## config.mk

```make
export PLATFORM = sky130hd
export DESIGN_NAME = ula_seq_flat
export DESIGN_NICKNAME = d
export VERILOG_FILES = /design/src/rtl/ula_seq_if.sv /design/src/rtl/ula_seq.sv /design/src/flat_wrapper.sv
export SDC_FILE = /design/constraint.sdc
export NUM_CORES = 1
export LEC_CHECK = 0
export BUFFER_PORTS_ARGS = -buffer_cell sky130_fd_sc_hd__clkbuf_2
export CORE_MARGIN = 5
export CORE_UTILIZATION = 50
export DETAILED_ROUTE_END_ITERATION = 16
export GPL_TIMING_DRIVEN = 1
export PLACE_DENSITY = 0.85
export SYNTH_ARGS = -nofsm -noshare
export SYNTH_HDL_FRONTEND = slang
export SYNTH_SLANG_ARGS = --single-unit
```

## constraint.sdc

```tcl
create_clock -name clk -period 1.7 [get_ports clk]
set_input_delay 0.51 -clock clk [delete_from_list [all_inputs] [get_ports clk]]
set_output_delay 0.51 -clock clk [all_outputs]
set_load 0.01 [all_outputs]
```

## src/rtl/ula_seq_if.sv

```systemverilog
// ula_seq_if: bundles the sequencer's operation input, its link to the
// nibble-wide ula core, and its result output.
//   slave  : the sequencer's view
//   master : the environment's view (operation source, ula core, result sink)
interface ula_seq_if #(
    parameter int NIB   = 4,
    parameter int NWORD = 4
);
    localparam int W = NIB * NWORD;

    // operation input
    logic           in_valid;
    logic           in_ready;
    logic [W-1:0]   in_a;
    logic [W-1:0]   in_b;
    logic           in_a_inv;
    logic           in_b_inv;
    logic           in_c_in;
    logic [1:0]     in_alu_op;
    logic           in_chain;

    // link to the ula core
    logic [NIB-1:0] u_a;
    logic [NIB-1:0] u_b;
    logic           u_a_inv;
    logic           u_b_inv;
    logic           u_c_in;
    logic [1:0]     u_alu_op;
    logic [NIB-1:0] u_out;
    logic           u_N;
    logic           u_C;
    logic           u_V;
    logic           u_Z;

    // result output
    logic           out_valid;
    logic           out_ready;
    logic [W-1:0]   out_result;
    logic           out_N;
    logic           out_C;
    logic           out_V;
    logic           out_Z;

    modport slave (
        input  in_valid, in_a, in_b, in_a_inv, in_b_inv, in_c_in, in_alu_op, in_chain,
        output in_ready,
        output u_a, u_b, u_a_inv, u_b_inv, u_c_in, u_alu_op,
        input  u_out, u_N, u_C, u_V, u_Z,
        output out_valid, out_result, out_N, out_C, out_V, out_Z,
        input  out_ready
    );

    modport master (
        output in_valid, in_a, in_b, in_a_inv, in_b_inv, in_c_in, in_alu_op, in_chain,
        input  in_ready,
        input  u_a, u_b, u_a_inv, u_b_inv, u_c_in, u_alu_op,
        output u_out, u_N, u_C, u_V, u_Z,
        input  out_valid, out_result, out_N, out_C, out_V, out_Z,
        output out_ready
    );
endinterface

```

## src/rtl/ula_seq.sv

```systemverilog
// ula_seq: nibble-serial sequencer in front of the combinational ula core.
// Accepts one W-bit operation, walks it through the ula one nibble per clock
// (LSB nibble first) chaining carries, then holds the assembled result and
// aggregate N/C/V/Z until the consumer takes it.
// Optional feature: define ULA_SEQ_B2B_EN to accept the next operation on the
// same edge the current result is transferred out.
module ula_seq #(
    parameter int NIB   = 4,
    parameter int NWORD = 4
) (
    input  logic        clk,
    input  logic        rst,
    ula_seq_if.slave    bus
);
    localparam int W  = NIB * NWORD;
    localparam int IW = (NWORD > 1) ? $clog2(NWORD) : 1;
    localparam logic [IW-1:0] LAST = IW'(NWORD - 1);

    typedef enum logic [1:0] {
        IDLE = 2'd0,
        RUN  = 2'd1,
        DONE = 2'd2
    } state_t;

    state_t         state;
    state_t         state_nxt;
    logic           load;
    logic           run;
    logic           last;

    // operand shifters: the current nibble always sits in the low NIB bits
    logic [W-1:0]   a_sh;
    logic [W-1:0]   b_sh;
    logic           a_inv_r;
    logic           b_inv_r;
    logic           c_in_r;
    logic           chain_r;
    logic [1:0]     op_r;

    logic [IW-1:0]  idx;
    logic           carry_r;
    logic           zacc;

    logic [W-1:0]   res_r;
    logic           n_r;
    logic           c_r;
    logic           v_r;
    logic           z_r;

    assign run  = (state == RUN);
    assign last = (idx == LAST);

    // next-state and handshake decode
    always_comb begin
        state_nxt     = state;
        load          = 1'b0;
        bus.in_ready  = 1'b0;
        bus.out_valid = 1'b0;
        case (state)
            IDLE: begin
                bus.in_ready = 1'b1;
                if (bus.in_valid) begin
                    load      = 1'b1;
                    state_nxt = RUN;
                end
            end
            RUN: begin
                if (last)
                    state_nxt = DONE;
            end
            DONE: begin
                bus.out_valid = 1'b1;
`ifdef ULA_SEQ_B2B_EN
                // a new operation may only enter when the old result leaves
                bus.in_ready = bus.out_ready;
                if (bus.out_ready) begin
                    if (bus.in_valid) begin
                        load      = 1'b1;
                        state_nxt = RUN;
                    end else begin
                        state_nxt = IDLE;
                    end
                end
`else
                if (bus.out_ready)
                    state_nxt = IDLE;
`endif
            end
            default: state_nxt = IDLE;
        endcase
    end

    // state register
    always_ff @(posedge clk) begin
        if (rst)
            state <= IDLE;
        else
            state <= state_nxt;
    end

    // operand capture, per-nibble accumulation and final flag latch
    always_ff @(posedge clk) begin
        if (rst) begin
            a_sh    <= '0;
            b_sh    <= '0;
            a_inv_r <= 1'b0;
            b_inv_r <= 1'b0;
            c_in_r  <= 1'b0;
            chain_r <= 1'b0;
            op_r    <= '0;
            idx     <= '0;
            carry_r <= 1'b0;
            zacc    <= 1'b1;
            res_r   <= '0;
            n_r     <= 1'b0;
            c_r     <= 1'b0;
            v_r     <= 1'b0;
            z_r     <= 1'b0;
        end else if (load) begin
            a_sh    <= bus.in_a;
            b_sh    <= bus.in_b;
            a_inv_r <= bus.in_a_inv;
            b_inv_r <= bus.in_b_inv;
            c_in_r  <= bus.in_c_in;
            chain_r <= bus.in_chain;
            op_r    <= bus.in_alu_op;
            idx     <= '0;
            carry_r <= bus.in_c_in;
            zacc    <= 1'b1;
        end else if (run) begin
            a_sh    <= a_sh >> NIB;
            b_sh    <= b_sh >> NIB;
            // result fills from the top; after NWORD nibbles nibble 0 is at the bottom
            res_r   <= {bus.u_out, res_r[W-1:NIB]};
            carry_r <= bus.u_C;
            zacc    <= zacc & bus.u_Z;
            idx     <= idx + IW'(1);
            if (last) begin
                n_r <= bus.u_N;
                c_r <= bus.u_C;
                v_r <= bus.u_V;
                z_r <= zacc & bus.u_Z;
            end
        end
    end

    // ula drive: registers only, held at zero outside RUN
    assign bus.u_a      = run ? a_sh[NIB-1:0] : '0;
    assign bus.u_b      = run ? b_sh[NIB-1:0] : '0;
    assign bus.u_a_inv  = run & a_inv_r;
    assign bus.u_b_inv  = run & b_inv_r;
    assign bus.u_alu_op = run ? op_r : 2'b00;
    assign bus.u_c_in   = run & (((idx == '0) || !chain_r) ? c_in_r : carry_r);

    assign bus.out_result = res_r;
    assign bus.out_N      = n_r;
    assign bus.out_C      = c_r;
    assign bus.out_V      = v_r;
    assign bus.out_Z      = z_r;
endmodule
```

## src/flat_wrapper.sv

```systemverilog
// flat-port wrapper written by rule: the top's interface ports become plain ports
module ula_seq_flat 
#(
    parameter int NIB   = 4,
    parameter int NWORD = 4
)
  (clk, rst, bus_in_valid, bus_in_a, bus_in_b, bus_in_a_inv, bus_in_b_inv, bus_in_c_in, bus_in_alu_op, bus_in_chain, bus_in_ready, bus_u_a, bus_u_b, bus_u_a_inv, bus_u_b_inv, bus_u_c_in, bus_u_alu_op, bus_u_out, bus_u_N, bus_u_C, bus_u_V, bus_u_Z, bus_out_valid, bus_out_result, bus_out_N, bus_out_C, bus_out_V, bus_out_Z, bus_out_ready);
  ula_seq_if #(.NIB(NIB), .NWORD(NWORD)) bus_i ();
  input  logic clk;
  input  logic rst;
  input wire logic [$bits(bus_i.in_valid)-1:0] bus_in_valid;
  input wire logic [$bits(bus_i.in_a)-1:0] bus_in_a;
  input wire logic [$bits(bus_i.in_b)-1:0] bus_in_b;
  input wire logic [$bits(bus_i.in_a_inv)-1:0] bus_in_a_inv;
  input wire logic [$bits(bus_i.in_b_inv)-1:0] bus_in_b_inv;
  input wire logic [$bits(bus_i.in_c_in)-1:0] bus_in_c_in;
  input wire logic [$bits(bus_i.in_alu_op)-1:0] bus_in_alu_op;
  input wire logic [$bits(bus_i.in_chain)-1:0] bus_in_chain;
  output wire logic [$bits(bus_i.in_ready)-1:0] bus_in_ready;
  output wire logic [$bits(bus_i.u_a)-1:0] bus_u_a;
  output wire logic [$bits(bus_i.u_b)-1:0] bus_u_b;
  output wire logic [$bits(bus_i.u_a_inv)-1:0] bus_u_a_inv;
  output wire logic [$bits(bus_i.u_b_inv)-1:0] bus_u_b_inv;
  output wire logic [$bits(bus_i.u_c_in)-1:0] bus_u_c_in;
  output wire logic [$bits(bus_i.u_alu_op)-1:0] bus_u_alu_op;
  input wire logic [$bits(bus_i.u_out)-1:0] bus_u_out;
  input wire logic [$bits(bus_i.u_N)-1:0] bus_u_N;
  input wire logic [$bits(bus_i.u_C)-1:0] bus_u_C;
  input wire logic [$bits(bus_i.u_V)-1:0] bus_u_V;
  input wire logic [$bits(bus_i.u_Z)-1:0] bus_u_Z;
  output wire logic [$bits(bus_i.out_valid)-1:0] bus_out_valid;
  output wire logic [$bits(bus_i.out_result)-1:0] bus_out_result;
  output wire logic [$bits(bus_i.out_N)-1:0] bus_out_N;
  output wire logic [$bits(bus_i.out_C)-1:0] bus_out_C;
  output wire logic [$bits(bus_i.out_V)-1:0] bus_out_V;
  output wire logic [$bits(bus_i.out_Z)-1:0] bus_out_Z;
  input wire logic [$bits(bus_i.out_ready)-1:0] bus_out_ready;
  assign bus_i.in_valid = bus_in_valid;
  assign bus_i.in_a = bus_in_a;
  assign bus_i.in_b = bus_in_b;
  assign bus_i.in_a_inv = bus_in_a_inv;
  assign bus_i.in_b_inv = bus_in_b_inv;
  assign bus_i.in_c_in = bus_in_c_in;
  assign bus_i.in_alu_op = bus_in_alu_op;
  assign bus_i.in_chain = bus_in_chain;
  assign bus_in_ready = bus_i.in_ready;
  assign bus_u_a = bus_i.u_a;
  assign bus_u_b = bus_i.u_b;
  assign bus_u_a_inv = bus_i.u_a_inv;
  assign bus_u_b_inv = bus_i.u_b_inv;
  assign bus_u_c_in = bus_i.u_c_in;
  assign bus_u_alu_op = bus_i.u_alu_op;
  assign bus_i.u_out = bus_u_out;
  assign bus_i.u_N = bus_u_N;
  assign bus_i.u_C = bus_u_C;
  assign bus_i.u_V = bus_u_V;
  assign bus_i.u_Z = bus_u_Z;
  assign bus_out_valid = bus_i.out_valid;
  assign bus_out_result = bus_i.out_result;
  assign bus_out_N = bus_i.out_N;
  assign bus_out_C = bus_i.out_C;
  assign bus_out_V = bus_i.out_V;
  assign bus_out_Z = bus_i.out_Z;
  assign bus_i.out_ready = bus_out_ready;
  ula_seq #(.NIB(NIB), .NWORD(NWORD)) u_core (.clk(clk), .rst(rst), .bus(bus_i));
endmodule
```

==> metrics.txt, run 1 <==
Clock Sinks=64; Mean Syn Cell Area=7.912 um^2; final hold violations=0; syn nets=398; fmax=542.4 MHz; Post-CTS Hold Fix Bufs=0; GRT Util Overall=0.1981; largest family of logic cells by synthesized area=simple AND/OR/NAND/NOR gates; Final Net Count=slightly below 500; CTS tree=built; met1 Use GR=0.2489; Reg2Reg Setup Slack=0.20 ns; Final Slew Violations=0; Setup crit end kind=primary output; failing checks=setup timing; min cycle time layout=1.844 ns; Rows=27; worst hold path type=primary input to register; RSZ-0062 raised after global routing=yes; Post-route DRC=0; H-tree depth=3; Worst Path Required=roughly 1.2 ns; WHS=0.3929 ns; final worst setup slack=-0.1437 ns; skew final=0.005469 ns; clock share of power=0.451; Synth top cells by count=nand2_1, dfxtp_1, a21oi_1, nor2_1; routed vias=2577; final WL=6640 um; Leak Pwr=around 1.5 nW; mux share of post-synthesis cell area=0.01097; die area=7055 um^2; FF-to-FF Start=u_core.state[1]$_SDFFE_PP0P_; Pwr per Cell Area=roughly 1100 nW/um^2; r2r worst-path depth=6; area share of fa/ha/maj cells after synthesis=0.009141; synthesized area=around 2700 um^2; CP max FO=2; ranking of synthesized cells by area=dfxtp_1, a21oi_1, nand2_1; Compound-Gate Fraction of Synth Area=0.1517; post-synth top area share=0.4680; Post-synth EDFFs=0; vias per cell=5.073; DP HPWL=about 4700 um; Die W=84.00 um; CP max stage delay=approximately 0.34 ns; worst-margin pin slew=0.3352 ns; First-pass DRT Iterations=4; arrival time of the worst setup path=1.33 ns; GPL Wtd Cong=0.7580; P_sw=886.6 uW; Ys Warns=0; Gate power share=0.124; startpoint types=register; fraction of layout cells with a size suffix above 1=0.3257; initial antenna violation count=0; Synth area leader=dfxtp_1; Reg clk slew, reported paths=roughly 0.070 ns; top-count cell post-synth=nand2_1; Design Power=3.823 mW; placement-stage cell area=3282 um^2; Synth Area in XOR/XNOR=0.003199; root buffer selected by CTS=clkbuf_8; Initial Util=0.5065; die height=84.00 um; antenna diode count=0; Post-DRT Antenna Nets=0; first-pass GRT wire length=11510 um; Overflow after GRT=0; Final Setup Violations=13; PortBufs=between 80 and 90; Period Utilization, post-route=1.085; final design area excluding fillers=approximately 3600 um^2; largest net degree at the start of global routing=39; Distinct cells, synth=26; Cells after Synth=346; Hold EP=u_core.bus.out_result[13]$_SDFFE_PP0P_; CTS Buf Count=9; worst-skew pair later-pin latency=0.33 ns; met2 Use GR=0.3225; Post-synth ARST share=0; maxcap violations=0; share of power burned in registers=0.426; Slew headroom=0.7763; hold path startpoint=bus_u_out[1]; worst reg2reg path endpoint=u_core.carry_r$_SDFFE_PP0P_; Final TNS setup=-0.9807 ns; Sw Share=0.2319; Core ar.=~5400 um^2; Int Pwr=2.937 mW; critical path's slowest cell=dfxtp_2; Synth Flop Type=dfxtp_1; status=complete, but fails checks; vias in the first global route=2470; CP Cell Sequence=inv_2 > ha_4 > nor2b_4 > mux2i_1 > nor2_1 > buf_2; Setup CP Type=register to primary output; Cells on Worst Hold Path=3; Layout area overhead=32.18%; post-synthesis simple-gate area fraction=0.3007; worst ir drop on vdd=0.8049 mV; Starting DRT DRC Count=113; sequential area share after synthesis=0.4680; # IOs=85; FF+latch count, synth=64; grt peak-use layer=met2; deepest clock path buffer count=2; per-cell routed wire length=about 13 um; GR Layer Usage met3=0.06120
-- power groups by stage --
| stage | Clock [mW] | Combinational, mW | Sequential [mW] |
|---|---|---|---|
| floorplan | 0 | 0.283 | 1.65 |
| global placement | 0 | 0.441 | 1.66 |
| detailed placement | 0 | 0.451 | 1.66 |
| CTS | 1.75 | 0.472 | 1.63 |
| global route | 1.83 | 0.530 | 1.64 |
| finish | 1.72 | 0.473 | 1.63 |
-- per-stage QoR --
step,utilization,cells,worst slack (ns)
global placement,0.6072,488,0.09646
global route,0.6694,508,-0.2418
floorplan,-,346,0.07848
detailed placement,0.6072,488,0.07204
finish,0.6694,508,-0.1437
CTS,0.6676,508,-0.1844
-- cell families after synthesis --
| group | count (synthesis) |
|---|---|
| fa+ha+maj | 2 |
| xor+xnor | 1 |
| mux | 3 |
| simple gates | 170 |
| flops | 64 |
| compound gates | 74 |
| buf+inv | 32 |
-- worst max path at each step --
stage / end / slack [ns] / startpoint / depth (start not counted)
2_1_floorplan: bus_u_c_in / 0.08 / u_core.state[1]$_SDFFE_PP0P_ / 5
3_3_place_gp: bus_u_c_in / 0.1 / u_core.idx[0]$_SDFFE_PP0P_ / 6
3_5_place_dp: bus_u_c_in / 0.07 / u_core.idx[0]$_SDFFE_PP0P_ / 6
4_1_cts: bus_u_c_in / -0.18 / u_core.idx[1]$_SDFFE_PP0P_ / 6
5_1_grt: bus_u_c_in / -0.24 / u_core.idx[1]$_SDFFE_PP0P_ / 6
6_report: bus_u_c_in / -0.14 / u_core.idx[0]$_SDFFE_PP0P_ / 6
-- area by class of cell --
type,instances,area [um^2]
Fill cell,464,1787
Tap cell,72,90.09
Timing Repair Buffer,103,629.4
Multi-Input combinational cell,250,1336
Clock inverter,7,142.6
Sequential cell,64,1285
Clock buffer,9,123.9
Inverter,3,11.26
-- per-layer routing --
| layer | share of wire | up-vias | wire length (um) |
|---|---|---|---|
| met3 | 0.060 | 6 | 397 |
| li1 | - | 1324 | - |
| met1 | 0.44 | 1179 | 2936 |
| met2 | 0.48 | 68 | 3216 |
| met4 | 0.013 | 0 | 89 |
| met5 | 0 | - | 0 |
-- flip-flops by register name, indices dropped and copies added (netlist names), 2 cells and up --
| name | flops |
|---|---|
| u_core.op_r | 2 |
| u_core.bus.out_result | 16 |
| u_core.b_sh | 16 |
| u_core.state | 2 |
| u_core.a_sh | 16 |
| u_core.idx | 2 |
-- worst max-delay path, delay by kind of cell, from the launching register on --
| kind | cells | cell delay (ns) |
|---|---|---|
| flops | 1 | 0.34 |
| fa+ha+maj | 1 | 0.15 |
| simple gates | 2 | 0.15 |
| buf+inv | 2 | 0.18 |
| mux | 1 | 0.18 |
-- what timing repair did --
| action | CTS | global route |
|---|---|---|
| gates resized for setup | 7 | 4 |
| buffers inserted | 4 | 0 |
| pin swaps | 2 | 2 |
| hold endpoints to repair | 0 | 0 |
| setup endpoints to repair | 13 | 15 |
-- cell usage in the layout, fill, tap and decap left out --
cell        n
a21oi_1    59
clkbuf_2   83
nor2b_1     1
nand3_1    11
buf_2       1
clkbuf_8    9
buf_12      5
nand2b_1   14
a211oi_1   12
o21ai_1     1
ha_1        1
nor2_1     28
nand2_1    71
nand3b_1    1
or3b_2     12
or3b_1      1
inv_2       2
mux2i_1     3
clkinv_2    1
dfxtp_2     3
xnor2_1     1
inv_6       1
o21ba_2     1
inv_1       1
nor3b_4     1
buf_4      13
clkinv_4    1
bufinv_16   4
a311oi_2    1
nor3_1     15
buf_6       1
nand4_1     1
and2_1     12
dfxtp_1    61
nor2b_4     2
ha_4        1
No activity file was read; power rests on OpenSTA's default activity.
==> run 2, diff against run 1 <==
CORE_UTILIZATION = 45   (was 50)
PLACE_DENSITY = 0.81   (was 0.85)
==> run 2 against run 1 <==
- the run still ends with setup timing left
- routed wire length up 1.9%
- clock-buffer cell count increased by 4
- total power is 17% lower
- die area up 9.8%
- via count increased by 0.85%
- core utilization fell by 8.1 points
- combinational power decreased by 2%
- clock power down 38%
- fmax hardly changed
- worst hold slack better by 0.0099 ns
- flip-flop and latch count is the same
- clock skew up 0.0021 ns
- critical path type unchanged
- largest cell class unchanged
==> metrics.txt, run 2 (synthesized netlist as in run 1, its figures left out) <==
status=complete, but fails checks; failing checks=setup timing; per-cell routed wire length=roughly 13 um; Overflow after GRT=0; Final Net Count=482; final worst setup slack=-0.1440 ns; # IOs=85; Finished Core Util=0.5888; final hold violations=0; Rows=28; Reg clk slew, reported paths=0.06 ns; Setup CP Type=register to primary output; startpoint types=register; final design area excluding fillers=3486 um^2; worst-margin pin slew=0.3461 ns; arrival time of the worst setup path=1.33 ns; CP max FO=2; DP HPWL=4773 um; area of the multi-input gates=1336 um^2; first-pass GRT wire length=approximately 11000 um; Slew headroom=0.7693; die area=between 7000 and 8000 um^2; antenna diode count=0; CTS Buf Count=9; worst-skew pair later-pin latency=0.33 ns; worst ir drop on vdd=0.5527 mV; placement-stage cell area=3278 um^2; Pwr per Cell Area=between 900 and 1000 nW/um^2; vias per cell=5.116; PortBufs=84; GRT Util Overall=0.1819; die height=88.00 um; fraction of layout cells with a size suffix above 1=0.3141; largest net degree at the start of global routing=39; final non-filler cell total=roughly 510; fmax=542.3 MHz; GPL Wtd Cong=0.7966; Final Slew Violations=0; Initial Util=0.4624; Worst Path Required=1.19 ns; CTS tree=built; Post-route DRC=0; vias in the first global route=2493; skew final=0.007567 ns; Setup crit end kind=primary output; First-pass DRT Iterations=4; deepest clock path buffer count=2; WHS=roughly 0.40 ns; H-tree depth=3; Layout area overhead=27.33%; placed cells=490; Die W=88.00 um; Starting DRT DRC Count=145; final WL=between 6000 and 7000 um; worst hold path type=primary input to register; most frequent cells in the layout=clkbuf_2, nand2_1, dfxtp_1; routed vias=2599; maxcap violations=0; Sequential Area=1285 um^2; RSZ-0062 raised after global routing=yes; Period Utilization, post-route=1.085; Leak Pwr=1.480 nW; min cycle time layout=1.844 ns; commonest non-fill, non-tap cell in the layout=clkbuf_2; Fillers=~540; Post-CTS Hold Fix Bufs=0; Post-DRT Antenna Nets=0; initial antenna violation count=0; Core ar.=5921 um^2; root buffer selected by CTS=clkbuf_8; Clock Sinks=64; Final Setup Violations=13
## run 2: cell count changes in the layout (fill, tap and decap cells not counted), sizes merged
cell    previous run  this run
buf               20        19
bufinv             4         0
clkbuf            92        96
clkinv             2         1
inv                4         3
## run 2: worst paths after layout
| path | startpoint | end | slack, ns | cells after the start |
|---|---|---|---|---|
| hold reg to reg | u_core.b_sh[10]$_SDFFE_PP0P_ | u_core.b_sh[6]$_SDFFE_PP0P_ | 0.45 | 2 |
| hold / removal | bus_u_out[3] | u_core.bus.out_result[15]$_SDFFE_PP0P_ | 0.40 | 3 |
| setup / recovery | u_core.idx[1]$_SDFFE_PP0P_ | bus_u_c_in | -0.14 | 6 |
| setup reg to reg | u_core.state[1]$_SDFFE_PP0P_ | u_core.b_sh[13]$_SDFFE_PP0P_ | 0.20 | 5 |
## run 2: routing by layer
layer / vias up / wire [um] / track usage / share of wire
met5: - / 0 / 0 / 0
met4: 0 / 51 / 0.06834 / 0.0075
met3: 7 / 463 / 0.05362 / 0.068
met2: 70 / 3393 / 0.2986 / 0.50
met1: 1205 / 2856 / 0.2256 / 0.42
li1: 1317 / - / - / -
## run 2: timing repair
| action | CTS | global route |
|---|---|---|
| resized for setup | 7 | 3 |
| hold endpoints to repair | 0 | 0 |
| endpoints found under the setup margin | 14 | 15 |
| setup buffers | 4 | 0 |
| pin swaps | 2 | 1 |
| cloned | 0 | 0 |
## run 2: final cells by class
class | instances | area share
Clock buffer | 13 | 0.04271
Clock inverter | 1 | 0.001436
Inverter | 3 | 0.003230
Multi-Input combinational cell | 250 | 0.3833
Sequential cell | 64 | 0.3686
Tap cell | 75 | 0.02692
Timing Repair Buffer | 102 | 0.1737
## run 2: where the power goes
part | internal, mW | switching (mW)
registers | 1.59 | 0.0414
clock network | 0.552 | 0.511
logic | 0.216 | 0.248
## run 2: per-stage QoR
stage | power [mW] | setup slack, ns | TNS, ns
2_1_floorplan | 1.937 | 0.07848 | 0
5_1_grt | 3.313 | -0.2285 | -2.073
3_3_place_gp | 2.094 | 0.05847 | 0
3_5_place_dp | 2.108 | 0.01899 | 0
6_report | 3.155 | -0.1440 | -0.9492
4_1_cts | 3.184 | -0.1672 | -1.042
## run 2: critical path, cell delays in order, from the launching register on
cell and delay, ns:
dfxtp_2 0.34, inv_2 0.05, ha_4 0.16, nor2b_4 0.10
mux2i_1 0.17, nor2_1 0.05, buf_2 0.14
==> run 3, diff against run 2 <==
GPL_ROUTABILITY_DRIVEN = 0   (was unset)
RECOVER_POWER = 100   (was unset)
SLEW_MARGIN = 20   (was unset)
==> run 3 against run 2 <==
- the run still ends with setup timing left
- die area is the same
- sequential power about the same
- routed wire length rose by 0.35%
- clock-buffer cell count did not move
- clock power about the same
- total power is 0.17% lower
- via count is 0.12% lower
- non-clock buffer count did not move
- setup slack about the same
- final area decreased by 1.7%
- clock skew is 0.0023 ns higher
- core utilization shrank 0.99 points
- critical endpoint unchanged
- largest cell class unchanged
- largest power group unchanged
==> metrics.txt, run 3 (synthesized netlist as in run 1, its figures left out) <==
Setup CP Type=register to primary output; Post-route DRC=0; commonest non-fill, non-tap cell in the layout=nand2_1; failing checks=setup timing; CTS Buf Count=9; most frequent cells in the layout=nand2_1, clkbuf_2, dfxtp_1; Final Net Count=482; Final TNS setup=-1.384 ns; largest net degree at the start of global routing=39; status=complete, but fails checks; maxcap violations=0; routed vias=2596; Worst Path Required=1.19 ns; Overflow after GRT=0; startpoint types=register; Rows=28; # IOs=85; CTS tree=built; Fillers=551; skew final=0.009863 ns; die area=7743 um^2; CP max FO=2; first-pass GRT wire length=11180 um; PortBufs=84; Post-DRT Antenna Nets=0; initial antenna violation count=0; Finished Core Util=0.5788; vias in the first global route=2493; Starting DRT DRC Count=143; fmax=542.3 MHz; Final Setup Violations=27; H-tree depth=3; Layout area overhead=25.18%; Slew headroom=0.5998; Leak Pwr=1.403 nW; worst ir drop on vdd=0.5394 mV; final hold violations=0; final WL=about 6800 um; GRT Util Overall=0.1819; Die W=roughly 90 um; final worst setup slack=-0.1440 ns; deepest clock path buffer count=2; Core ar.=5921 um^2; Clock Sinks=64; worst-margin pin slew=0.6002 ns; DP HPWL=4773 um; Reg clk slew, reported paths=0.06 ns; min cycle time layout=1.844 ns; First-pass DRT Iterations=4; worst hold path type=primary input to register; per-cell routed wire length=around 13 um; vias per cell=5.110; arrival time of the worst setup path=1.33 ns; RSZ-0062 raised after global routing=yes; antenna diode count=0; Final Slew Violations=0; root buffer selected by CTS=clkbuf_8; Initial Util=0.4624; Period Utilization, post-route=1.085; Pwr per Cell Area=918.9 nW/um^2; Setup crit end kind=primary output; fraction of layout cells with a size suffix above 1=0.2633; worst-skew pair later-pin latency=0.33 ns; die height=88.00 um
-- run 3: stage by stage --
| stage | cells | worst slack (ns) | hold WS [ns] | instance area, um^2 | power [mW] |
|---|---|---|---|---|---|
| 2_1_floorplan | 346 | 0.07848 | 0.4309 | 2738 | 1.937 |
| 3_3_place_gp | 490 | 0.05847 | 0.4408 | 3278 | 2.094 |
| 3_5_place_dp | 490 | 0.01899 | 0.4430 | 3278 | 2.108 |
| 4_1_cts | 508 | -0.1672 | 0.3924 | 3480 | 3.184 |
| 5_1_grt | 508 | -0.2303 | 0.3947 | 3427 | 3.300 |
| 6_report | 508 | -0.1440 | 0.4016 | 3427 | 3.149 |
-- run 3: final timing paths --
check | slack, ns | end | start | cells after the start
worst min register to register | 0.45 | u_core.b_sh[6]$_SDFFE_PP0P_ | u_core.b_sh[10]$_SDFFE_PP0P_ | 2
worst max-delay path | -0.14 | bus_u_c_in | u_core.idx[1]$_SDFFE_PP0P_ | 6
worst min-delay path | 0.40 | u_core.bus.out_result[15]$_SDFFE_PP0P_ | bus_u_out[3] | 3
worst max register to register | -0.09 | u_core.carry_r$_SDFFE_PP0P_ | u_core.state[1]$_SDFFE_PP0P_ | 5
-- run 3: layout make-up --
| class | instances | area (um^2) | share of cell area |
|---|---|---|---|
| Sequential cell | 64 | 1285 | 0.3750 |
| Tap cell | 75 | 93.84 | 0.02738 |
| Inverter | 3 | 11.26 | 0.003286 |
| Clock buffer | 13 | 148.9 | 0.04345 |
| Clock inverter | 1 | 5.005 | 0.001460 |
| Timing Repair Buffer | 102 | 558.0 | 0.1628 |
| Multi-Input combinational cell | 250 | 1325 | 0.3866 |
-- run 3: timing repair --
action | in CTS | in global routing
setup endpoints to repair | 14 | 15
setup buffers | 4 | 0
hold endpoints to repair | 0 | 0
hold buffers | 0 | 0
pin swaps | 2 | 1
gates resized for setup | 7 | 3
-- run 3: critical path: stages (launching register included) --
cell and delay, ns:
dfxtp_2 0.34, inv_2 0.05, ha_4 0.16, nor2b_4 0.10
mux2i_1 0.17, nor2_1 0.05, buf_2 0.14
-- run 3: routing by layer --
layer  vias up  GRT usage  part of all wire
met2        78     0.2986              0.48
met1      1187     0.2256              0.43
met4         0    0.06834             0.017
met5         -          0                 0
li1       1317          -                 -
met3        14    0.05362             0.075
-- run 3: power breakdown --
group | total (mW) | leakage, nW | switching, mW | internal [mW]
combinational | 0.450 | 0.798 | 0.246 | 0.204
clock | 1.07 | 0.0794 | 0.519 | 0.552
sequential | 1.63 | 0.526 | 0.0411 | 1.59
total | 3.15 | 1.40 | 0.807 | 2.34
